**src/rtl/btn_move_pkg.sv**
```systemverilog
// Shared types and constants for the move-command front end: direction
// encoding, button count, debouncer state type and the press priority encoder.
package btn_move_pkg;

  localparam int NUM_BTN = 4;

  typedef logic [1:0] move_dir_t;

  localparam move_dir_t DIR_UP    = 2'd0;
  localparam move_dir_t DIR_DOWN  = 2'd1;
  localparam move_dir_t DIR_LEFT  = 2'd2;
  localparam move_dir_t DIR_RIGHT = 2'd3;

  typedef enum logic [1:0] {
    DB_LO      = 2'd0,
    DB_WAIT_HI = 2'd1,
    DB_HI      = 2'd2,
    DB_WAIT_LO = 2'd3
  } db_state_t;

  // Pulse vector is {R,L,D,U}; U wins over D over L over R.
  function automatic move_dir_t prio_dir(input logic [NUM_BTN-1:0] pulses);
    move_dir_t dir;
    if (pulses[0]) begin
      dir = DIR_UP;
    end else if (pulses[1]) begin
      dir = DIR_DOWN;
    end else if (pulses[2]) begin
      dir = DIR_LEFT;
    end else begin
      dir = DIR_RIGHT;
    end
    return dir;
  endfunction

endpackage

```
**src/rtl/btn_move_tx_debounce.sv**
```systemverilog
// One pushbutton: 2-FF synchronizer, four-state debounce FSM with a stability
// counter, registered debounced level and a one-cycle press pulse.
module btn_debounce #(
  parameter int DEBOUNCE_CYCLES = 16,
  parameter int CNT_W           = 5
) (
  input  logic clk,
  input  logic clr,
  input  logic raw,
  output logic level,
  output logic press
);
  import btn_move_pkg::*;

  localparam logic [CNT_W-1:0] CNT_ONE = {{(CNT_W-1){1'b0}}, 1'b1};
  localparam logic [CNT_W-1:0] CNT_MAX = CNT_W'(DEBOUNCE_CYCLES);

  logic             sync1_r;
  logic             sync2_r;
  logic [1:0]       primed_r;
  logic             arm_r;
  db_state_t        state_r;
  logic [CNT_W-1:0] cnt_r;
  logic             level_r;
  logic             press_r;

  // Synchronizer, re-arm tracking and debounce FSM.
  always_ff @(posedge clk) begin
    if (!clr) begin
      sync1_r  <= 1'b0;
      sync2_r  <= 1'b0;
      primed_r <= 2'b00;
      arm_r    <= 1'b0;
      state_r  <= DB_LO;
      cnt_r    <= {CNT_W{1'b0}};
      level_r  <= 1'b0;
      press_r  <= 1'b0;
    end else begin
      sync1_r  <= raw;
      sync2_r  <= sync1_r;
      primed_r <= {primed_r[0], 1'b1};
      // A button held through reset must be seen released before it counts.
      arm_r    <= arm_r | (primed_r[1] & ~sync2_r);
      press_r  <= 1'b0;
      case (state_r)
        DB_LO: begin
          if (sync2_r && arm_r) begin
            state_r <= DB_WAIT_HI;
            cnt_r   <= CNT_ONE;
          end
        end
        DB_WAIT_HI: begin
          if (!sync2_r) begin
            state_r <= DB_LO;
          end else if (cnt_r == CNT_MAX) begin
            state_r <= DB_HI;
            level_r <= 1'b1;
            press_r <= 1'b1;
          end else begin
            cnt_r <= cnt_r + CNT_ONE;
          end
        end
        DB_HI: begin
          if (!sync2_r) begin
            state_r <= DB_WAIT_LO;
            cnt_r   <= CNT_ONE;
          end
        end
        DB_WAIT_LO: begin
          if (sync2_r) begin
            state_r <= DB_HI;
          end else if (cnt_r == CNT_MAX) begin
            state_r <= DB_LO;
            level_r <= 1'b0;
          end else begin
            cnt_r <= cnt_r + CNT_ONE;
          end
        end
        default: begin
          state_r <= DB_LO;
          level_r <= 1'b0;
        end
      endcase
    end
  end

  assign level = level_r;
  assign press = press_r;

endmodule

```
**src/rtl/btn_move_tx.sv**
```systemverilog
// Move-command front end: four debounced buttons, priority encoder and a
// 2-entry valid/ready FIFO. Optional auto-repeat under BTN_MOVE_AUTOREPEAT_EN.
module btn_move_tx #(
  parameter int DEBOUNCE_CYCLES = 16,
  parameter int CNT_W           = 5,
  parameter int REPEAT_DELAY    = 64,
  parameter int REPEAT_PERIOD   = 16
) (
  input  logic       clk,
  input  logic       clr,
  input  logic       en,
  input  logic       btnU,
  input  logic       btnD,
  input  logic       btnL,
  input  logic       btnR,
  output logic       move_valid,
  output logic [1:0] move_dir,
  input  logic       move_ready,
  output logic       overflow,
  output logic [3:0] btn_level
);
  import btn_move_pkg::*;

  logic [NUM_BTN-1:0] raw_s;
  logic [NUM_BTN-1:0] level_s;
  logic [NUM_BTN-1:0] press_s;
  logic [NUM_BTN-1:0] pulse_s;
  move_dir_t          dir_s;
  logic               push_s;
  logic               pop_s;

  move_dir_t          head_r;
  move_dir_t          tail_r;
  logic               valid_r;
  logic               full_r;
  logic               overflow_r;

  assign raw_s = {btnR, btnL, btnD, btnU};

  for (genvar i = 0; i < NUM_BTN; i++) begin : g_btn
    btn_debounce #(
      .DEBOUNCE_CYCLES(DEBOUNCE_CYCLES),
      .CNT_W          (CNT_W)
    ) u_db (
      .clk  (clk),
      .clr  (clr),
      .raw  (raw_s[i]),
      .level(level_s[i]),
      .press(press_s[i])
    );
  end

`ifdef BTN_MOVE_AUTOREPEAT_EN
  localparam int REP_W = $clog2(REPEAT_DELAY + 1);
  localparam logic [REP_W-1:0] REP_ONE   = {{(REP_W-1){1'b0}}, 1'b1};
  localparam logic [REP_W-1:0] DELAY_M1  = REP_W'(REPEAT_DELAY - 1);
  localparam logic [REP_W-1:0] PERIOD_M1 = REP_W'(REPEAT_PERIOD - 1);

  logic [NUM_BTN-1:0] level_prev_r;
  logic [NUM_BTN-1:0] rep_pulse_r;
  logic [REP_W-1:0]   rep_cnt_r;
  logic               rep_first_r;
  logic               one_hot_s;

  assign one_hot_s = $onehot(level_s);

  // Repeat timer: counts cycles since the last press/repeat pulse of the
  // single held button; any level change restarts the initial delay.
  always_ff @(posedge clk) begin
    if (!clr) begin
      level_prev_r <= {NUM_BTN{1'b0}};
      rep_pulse_r  <= {NUM_BTN{1'b0}};
      rep_cnt_r    <= {REP_W{1'b0}};
      rep_first_r  <= 1'b1;
    end else begin
      level_prev_r <= level_s;
      rep_pulse_r  <= {NUM_BTN{1'b0}};
      if ((level_s != level_prev_r) || !one_hot_s) begin
        rep_cnt_r   <= REP_ONE;
        rep_first_r <= 1'b1;
      end else if (rep_cnt_r == (rep_first_r ? DELAY_M1 : PERIOD_M1)) begin
        rep_pulse_r <= level_s;
        rep_cnt_r   <= {REP_W{1'b0}};
        rep_first_r <= 1'b0;
      end else begin
        rep_cnt_r <= rep_cnt_r + REP_ONE;
      end
    end
  end

  assign pulse_s = press_s | rep_pulse_r;
`else
  assign pulse_s = press_s;
`endif

  assign dir_s  = prio_dir(pulse_s);
  assign push_s = |pulse_s;
  assign pop_s  = valid_r & move_ready;

  // Two-entry FIFO with registered head; en low flushes it every cycle.
  always_ff @(posedge clk) begin
    if (!clr) begin
      head_r     <= DIR_UP;
      tail_r     <= DIR_UP;
      valid_r    <= 1'b0;
      full_r     <= 1'b0;
      overflow_r <= 1'b0;
    end else if (!en) begin
      valid_r <= 1'b0;
      full_r  <= 1'b0;
    end else begin
      case ({full_r, valid_r})
        2'b00: begin
          if (push_s) begin
            head_r  <= dir_s;
            valid_r <= 1'b1;
          end
        end
        2'b01: begin
          if (push_s && pop_s) begin
            head_r <= dir_s;
          end else if (push_s) begin
            tail_r <= dir_s;
            full_r <= 1'b1;
          end else if (pop_s) begin
            valid_r <= 1'b0;
          end
        end
        2'b11: begin
          if (pop_s) begin
            head_r <= tail_r;
            if (push_s) begin
              tail_r <= dir_s;
            end else begin
              full_r <= 1'b0;
            end
          end else if (push_s) begin
            overflow_r <= 1'b1;
          end
        end
        default: begin
          valid_r <= 1'b0;
          full_r  <= 1'b0;
        end
      endcase
    end
  end

  assign move_valid = valid_r;
  assign move_dir   = head_r;
  assign overflow   = overflow_r;
  assign btn_level  = level_s;

endmodule

```
**config.mk**
```make
export PLATFORM = sky130hd
export DESIGN_NAME = btn_move_tx
export DESIGN_NICKNAME = d
export VERILOG_FILES = /design/src/rtl/btn_move_pkg.sv /design/src/rtl/btn_move_tx_debounce.sv /design/src/rtl/btn_move_tx.sv
export SDC_FILE = /design/constraint.sdc
export NUM_CORES = 1
export LEC_CHECK = 0
export ABC_AREA = 1
export BUFFER_PORTS_ARGS = -buffer_cell sky130_fd_sc_hd__clkbuf_2
export CAP_MARGIN = 20
export CORE_MARGIN = 5
export CORE_UTILIZATION = 40
export DETAILED_ROUTE_END_ITERATION = 8
export PLACE_DENSITY = 0.67
export SLEW_MARGIN = 5
export SYNTH_ARGS = -nofsm -noshare
export SYNTH_HDL_FRONTEND = slang
export SYNTH_SLANG_ARGS = --single-unit
```
**constraint.sdc**
```tcl
create_clock -name clk -period 2.3 [get_ports clk]
set_input_delay 0.46 -clock clk [delete_from_list [all_inputs] [get_ports clk]]
set_output_delay 0.46 -clock clk [all_outputs]
set_load 0.1 [all_outputs]
```
==> results.py, run 1 <==
metrics = {
    "floorplanning": {
        "coreArea_um2": 7180,
        "rows": 31,
        "die_h_um": 95.4,
        "start_util": 0.406,
        "ios": 16,
        "dieWidth_um": 95.4,
        "die-area_um2": 9090,
    },
    "synthesis": {
        "ys_types": 32,
        "yosysWarnings": 0,
        "synthTopCellsByArea": "dfxtp_1, nand2_1, nor2_1",
        "syn_area_um2": 2910,
        "synth_top_cell_by_area": "dfxtp_1",
        "synthCells": 395,
        "syn_nets": 414,
        "ys_ff_latch": 57,
        "syn-mean-instance-area_um2": 7.38,
        "seq_area_frac_synth": 0.392,
        "synth_top_area_frac": 0.392,
    },
    "status": {
        "status": "finished, final reports clean",
    },
    "worst_hold_path": {
        "holdCritPathClass": "in -> reg",
    },
    "clock_network": {
        "cts_hold_buf": 0,
        "cts_setup_buffers": 0,
        "ctsHtreeMaxLevel": 3,
        "clkSlewWorstSetupHoldPaths_ns": 0.07,
        "cts_resized": 0,
        "clk_latency_ns": 0.34,
        "cts-root-buf": "clkbuf_8",
        "cts_buffer_depth": 2,
        "tritoncts": "done",
        "clkSinkCount": 57,
        "cts_buffers": 9,
    },
    "drt": {
        "drc": 0,
        "drt_iter0_markers": 98,
        "drtPass1Iterations": 4,
        "routed-via-count": 2455,
        "routed_via_density": 4.78,
        "drt_wl_total_um": 5470,
        "ant_nets": 0,
        "routedWlPerCell_um": 10.6,
    },
    "timing": {
        "hold_violations": 0,
        "setup_viol": 0,
        "finClkSkew_ns": 0.00615,
        "rsz0062_at_grt": "no",
        "worst_pin_slew_ns": 0.545,
        "period_share": 0.734,
        "whs_ns": 0.298,
        "slew_headroom": 0.638,
        "fmaxAchievable_ghz": 0.593,
        "report.final.slew_viol_count": 0,
        "tns_ns": 0,
        "min_period_ns": 1.69,
    },
    "setup_path": {
        "ff2ff_setup_slack_ns": 0.92,
        "cpMaxStageDelayCell": "clkbuf_2",
        "critPathRequiredTime_ns": 1.84,
        "slowest_delay_ns": 0.49,
        "critPathLaunchType": "flip-flop",
        "arrival_ns": 1.23,
        "critPathKind": "reg -> out",
        "crit_family": "buffers and inverters",
        "crit_path_end_kind": "output pin",
        "path_max_fanout": 5,
        "worstPathCellList": "clkbuf_2",
        "path_buf_inv": 1,
    },
    "power_and_ir_drop": {
        "p_leak_nw": 1.35,
        "irDropWorstVdd_mv": 0.345,
        "p_per_area_nw_per_um2": 780,
    },
    "final_layout": {
        "syn_to_final_growth_pct": 12.2,
        "drive_above_1_share": 0.178,
        "antenna_cells": 0,
        "nets": 429,
    },
    "global_routing": {
        "first_global_vias": 2295,
        "grt_usage": 0.135,
        "grt-ovfl-total": 0,
        "grt_start_max_net_pins": 30,
        "antenna_found_initial": 0,
        "grt_pass1_wl_um": 9800,
    },
    "job": {
        "cap_viol_max_count": 0,
    },
    "place": {
        "io_buffer_count": 15,
        "routabilityCongestion": 0.850,
        "dpl.hpwl_um": 3890,
    },
}
-- synthesized netlist by cell type (all sizes together) --
library cell,count
o21ai,15
nand3,45
dfxtp,57
o21a,1
ha,11
a21oi,29
nand2,88
clkbuf,2
nor3,3
buf,12
nor2,52
nand4,17
xnor2,4
o211ai,1
a22oi,1
o21bai,5
clkinv,1
or2,1
inv,50
-- metrics by stage --
step / util / power (mW) / std cells / setup slack (ns) / area (µm²)
2_1_floorplan: - / 1.42 / 395 / 0.310 / 2910
3_3_place_gp: 0.424 / 1.48 / 498 / 0.955 / 3040
3_5_place_dp: 0.424 / 1.49 / 498 / 0.909 / 3040
4_1_cts: 0.456 / 2.58 / 514 / 0.592 / 3270
5_1_grt: 0.456 / 2.69 / 514 / 0.568 / 3270
6_report: 0.456 / 2.55 / 514 / 0.612 / 3270
-- layout by cell type, fill, tap and decap left out --
cell type / Yosys / final
clkbuf_2: 0 / 15
o21ai_1: 6 / 6
xnor2_1: 4 / 4
nand2_4: 2 / 2
o21bai_1: 5 / 5
a21oi_1: 26 / 26
nor3_2: 1 / 1
o21a_1: 1 / 1
nor2_1: 48 / 48
a21oi_2: 3 / 3
clkbuf_8: 0 / 11
clkbuf_1: 2 / 1
nand3_2: 10 / 10
clkinvlp_4: 0 / 2
inv_2: 8 / 8
buf_4: 4 / 3
ha_1: 11 / 11
or2_1: 1 / 1
inv_1: 42 / 42
nand3_4: 3 / 3
nand3_1: 32 / 32
o211ai_1: 1 / 1
nand4_1: 17 / 17
nor3_1: 2 / 2
dfxtp_1: 57 / 57
a22oi_1: 1 / 1
o21ai_2: 1 / 1
bufinv_16: 0 / 2
clkinv_1: 1 / 1
nand2_2: 9 / 9
nand2_1: 77 / 77
nor2_2: 4 / 4
o21ai_0: 8 / 8
-- path summary, 6_finish.rpt --
path | endpoint | startpoint | cells after the start
max | move_valid | move_valid$_SDFFE_PN0P_ | 1
min | g_btn[0].u_db.sync1_r$_SDFF_PN0_ | btnU | 3
max reg2reg | move_dir[1]$_SDFFE_PN0P_ | move_valid$_SDFFE_PN0P_ | 8
min reg2reg | g_btn[2].u_db.primed_r[1]$_SDFF_PN0_ | g_btn[2].u_db.primed_r[0]$_DFF_P_ | 2
-- layout make-up --
| cell class | count | area, µm² |
|---|---|---|
| tap | 99 | 124 |
| clock inverter | 4 | 75.1 |
| fill | 717 | 3910 |
| multi-input combinational | 273 | 1490 |
| clock buffer | 12 | 155 |
| inverter | 51 | 191 |
| timing repair buffer | 18 | 97.6 |
| sequential | 57 | 1140 |
-- state kept, by name (all words and copies together), names as in the netlist, 2 cells and up, named ones only --
signal and cells:
g_btn.u_db.level 4, g_btn.u_db.state_r 4, move_dir 2, g_btn.u_db.sync2_r 4, g_btn.u_db.cnt_r 20, g_btn.u_db.arm_r 4
g_btn.u_db.primed_r 2, g_btn.u_db.sync1_r 4, tail_r 2, g_btn.u_db.press 4
-- power breakdown --
part	internal, mW	switching, mW
sequential	1.05	0.0646
combinational	0.124	0.237
clock	0.669	0.409
-- logic make-up (layout without fill, tap and decap cells) --
logic type                 Yosys count  after routing  synth area share
AOI/OAI and AO/OA                   52             52             0.101
xor gates and xnor gates             4              4            0.0120
adders and majority gates           11             11            0.0472
buffers and inverters               65             85            0.0983
DFF                                 57             57             0.392
and+or+nand+nor                    206            206             0.350
-- routing by layer --
| metal | vias up | part of all wire | GRT usage |
|---|---|---|---|
| met5 | - | 0 | 0 |
| met4 | 0 | 0.020 | 0.0685 |
| met3 | 10 | 0.031 | 0.0379 |
| met2 | 40 | 0.46 | 0.214 |
| met1 | 1094 | 0.49 | 0.168 |
| li1 | 1311 | - | - |
No activity file was read; power rests on OpenSTA's default activity.
==> run 2: changes to the inputs <==
==> constraint.sdc (replaced) <==
create_clock -name clk -period 1.6 [get_ports clk]
set_input_delay 0.32 -clock clk [delete_from_list [all_inputs] [get_ports clk]]
set_output_delay 0.32 -clock clk [all_outputs]
set_load 0.1 [all_outputs]
==> run 2 against run 1 <==
Setup slack lost 0.49 ns. Hold slack lost 0.14 ns. Non-clock buffer count unchanged. Clock power grew 31%. Critical path type unchanged. Final cell count unchanged. Core utilization is 0.16 points lower. Sequential power up 44%. Global-route usage is 0.063 points lower. Via count up 1.5%. Register-to-register slack worse by 0.71 ns.
==> results.py, run 2 (same netlist as run 1, synthesis figures left out) <==
metrics = {
    "power_and_ir_drop": {
        "p_leak_nw": 1.35,
        "pwr-share-clk": 0.398,
        "irDropWorstVdd_mv": 0.475,
        "power.switching_mw": 1.00,
        "switching_share": 0.284,
        "pwr-share-seq": 0.452,
        "cellInternalPower_mw": 2.53,
        "p_per_area_nw_per_um2": 1080,
        "p_comb_frac": 0.149,
    },
    "timing": {
        "rsz0062_at_grt": "no",
        "slew_headroom": 0.639,
        "finClkSkew_ns": 0.00804,
        "hold_violations": 0,
        "setup_viol": 0,
        "tns_ns": 0,
        "min_period_ns": 1.48,
        "worst_pin_slew_ns": 0.543,
        "fmaxAchievable_ghz": 0.675,
        "period_share": 0.926,
        "fin_ws_ns": 0.119,
        "report.final.slew_viol_count": 0,
        "whs_ns": 0.163,
    },
    "setup_path": {
        "critPathRequiredTime_ns": 1.28,
        "path_max_fanout": 2,
        "path_buf_inv": 1,
        "worstPathCellList": "clkbuf_2",
        "arrival_ns": 1.16,
        "r2r_start": "move_valid$_SDFFE_PN0P_",
        "slowest_delay_ns": 0.47,
        "cpMaxStageDelayCell": "clkbuf_2",
        "ff2ff_setup_slack_ns": 0.21,
        "crit_path_end_kind": "output pin",
        "crit_family": "buffers and inverters",
        "critPathKind": "reg -> out",
        "regToRegEndpoint": "tail_r[1]$_SDFFE_PN0P_",
        "reg2reg_depth": 7,
        "critPathLaunchType": "flip-flop",
    },
    "worst_hold_path": {
        "hold_path.startpoint": "btnD",
        "min_to": "g_btn[1].u_db.sync1_r$_SDFF_PN0_",
        "min_path_cells": 3,
        "holdCritPathClass": "in -> reg",
    },
    "place": {
        "io_buffer_count": 15,
        "dp_cells": 498,
        "routabilityCongestion": 0.851,
        "post-place-ws_ns": 0.272,
        "dpl.hpwl_um": 3830,
    },
    "drt": {
        "ant_nets": 0,
        "drtPass1Iterations": 4,
        "drt_wl_total_um": 5400,
        "drc": 0,
        "drt_iter0_markers": 131,
        "routed_via_density": 4.85,
        "routed-via-count": 2492,
        "routedWlPerCell_um": 10.5,
    },
    "final_layout": {
        "final_util": 0.454,
        "finalNonFillerCells": 514,
        "drive_above_1_share": 0.183,
        "layout_common_cells": "nand2_1, dfxtp_1, nor2_1",
        "largest_register": "g_btn.u_db.cnt_r",
        "layout_commonest_cell": "nand2_1",
        "antenna_cells": 0,
        "syn_to_final_growth_pct": 11.9,
        "largest_reg_flops": 20,
        "nets": 429,
    },
    "clock_network": {
        "clk_latency_ns": 0.33,
        "cts_setup_buffers": 0,
        "clkSinkCount": 57,
        "clkSlewWorstSetupHoldPaths_ns": 0.06,
        "cts_buffers": 9,
        "ctsHtreeMaxLevel": 3,
        "tritoncts": "done",
        "cts_hold_buf": 0,
        "cts_buffer_depth": 2,
        "cts_resized": 0,
        "cts-root-buf": "clkbuf_8",
    },
    "global_routing": {
        "antenna_found_initial": 0,
        "grt_pass1_wl_um": 9590,
        "grt_start_max_net_pins": 28,
        "grt-ovfl-total": 0,
        "first_global_vias": 2280,
        "grt_usage": 0.135,
    },
    "floorplanning": {
        "die-area_um2": 9090,
        "dieWidth_um": 95.4,
        "die_h_um": 95.4,
        "rows": 31,
        "coreArea_um2": 7180,
        "start_util": 0.406,
        "ios": 16,
    },
    "job": {
        "cap_viol_max_count": 0,
    },
    "status": {
        "status": "finished, final reports clean",
    },
}
==> run 2: cell types whose count changed in the layout (fill, tap and decap cells not counted), sizes merged <==
| cell | previous run | this run |
|---|---|---|
| clkinv | 1 | 2 |
| bufinv | 2 | 1 |
==> run 2: worst register-to-register path, stage by stage, from the launching register on <==
cell     delay, ns
dfxtp_4       0.36
ha_1          0.30
nand2_2       0.13
inv_1         0.04
nor2_1        0.21
nand3_1       0.11
nand2_1       0.08
nor2_1        0.05
==> run 2: worst max-delay path by stage <==
stage	startpoint	end	slack, ns	cells after the start
after floorplan	move_valid$_SDFFE_PN0P_	move_dir[0]$_SDFFE_PN0P_	0.14	8
after global placement	move_valid$_SDFFE_PN0P_	tail_r[0]$_SDFFE_PN0P_	0.30	7
after detailed placement	move_valid$_SDFFE_PN0P_	tail_r[1]$_SDFFE_PN0P_	0.27	7
after CTS	g_btn[3].u_db.level$_SDFFE_PN0P_	btn_level[3]	0.08	1
after global routing	g_btn[3].u_db.level$_SDFFE_PN0P_	btn_level[3]	0.07	1
final	g_btn[3].u_db.level$_SDFFE_PN0P_	btn_level[3]	0.12	1
==> run 2: area by class of cell <==
type	count	area, µm²
Multi-Input combinational cell	273	1490
Fill cell	732	3920
Timing Repair Buffer	18	97.6
Sequential cell	57	1140
Clock inverter	4	50.0
Inverter	51	191
Tap cell	99	124
Clock buffer	12	165
==> run 2: routing by layer <==
metal | share of wire | track usage | routed length, µm | up-vias
li1 | - | - | - | 1308
met1 | 0.45 | 0.151 | 2420 | 1116
met2 | 0.47 | 0.221 | 2560 | 54
met3 | 0.048 | 0.0466 | 259 | 14
met4 | 0.029 | 0.0793 | 155 | 0
met5 | 0 | 0 | 0 | -
==> run 2: power by group through the flow <==
| stage | logic [mW] | registers [mW] | clock network, mW |
|---|---|---|---|
| after floorplan | 0.427 | 1.61 | 0 |
| after global placement | 0.510 | 1.62 | 0 |
| after detailed placement | 0.528 | 1.63 | 0 |
| after CTS | 0.532 | 1.60 | 1.45 |
| after global routing | 0.602 | 1.61 | 1.52 |
| final | 0.528 | 1.60 | 1.41 |
==> run 2: stage by stage <==
step                      total power, mW  instance area, µm²
after global placement               2.13                3040
after global routing                 3.73                3260
after detailed placement             2.15                3040
final                                3.53                3260
after floorplan                      2.04                2920
after CTS                            3.57                3260
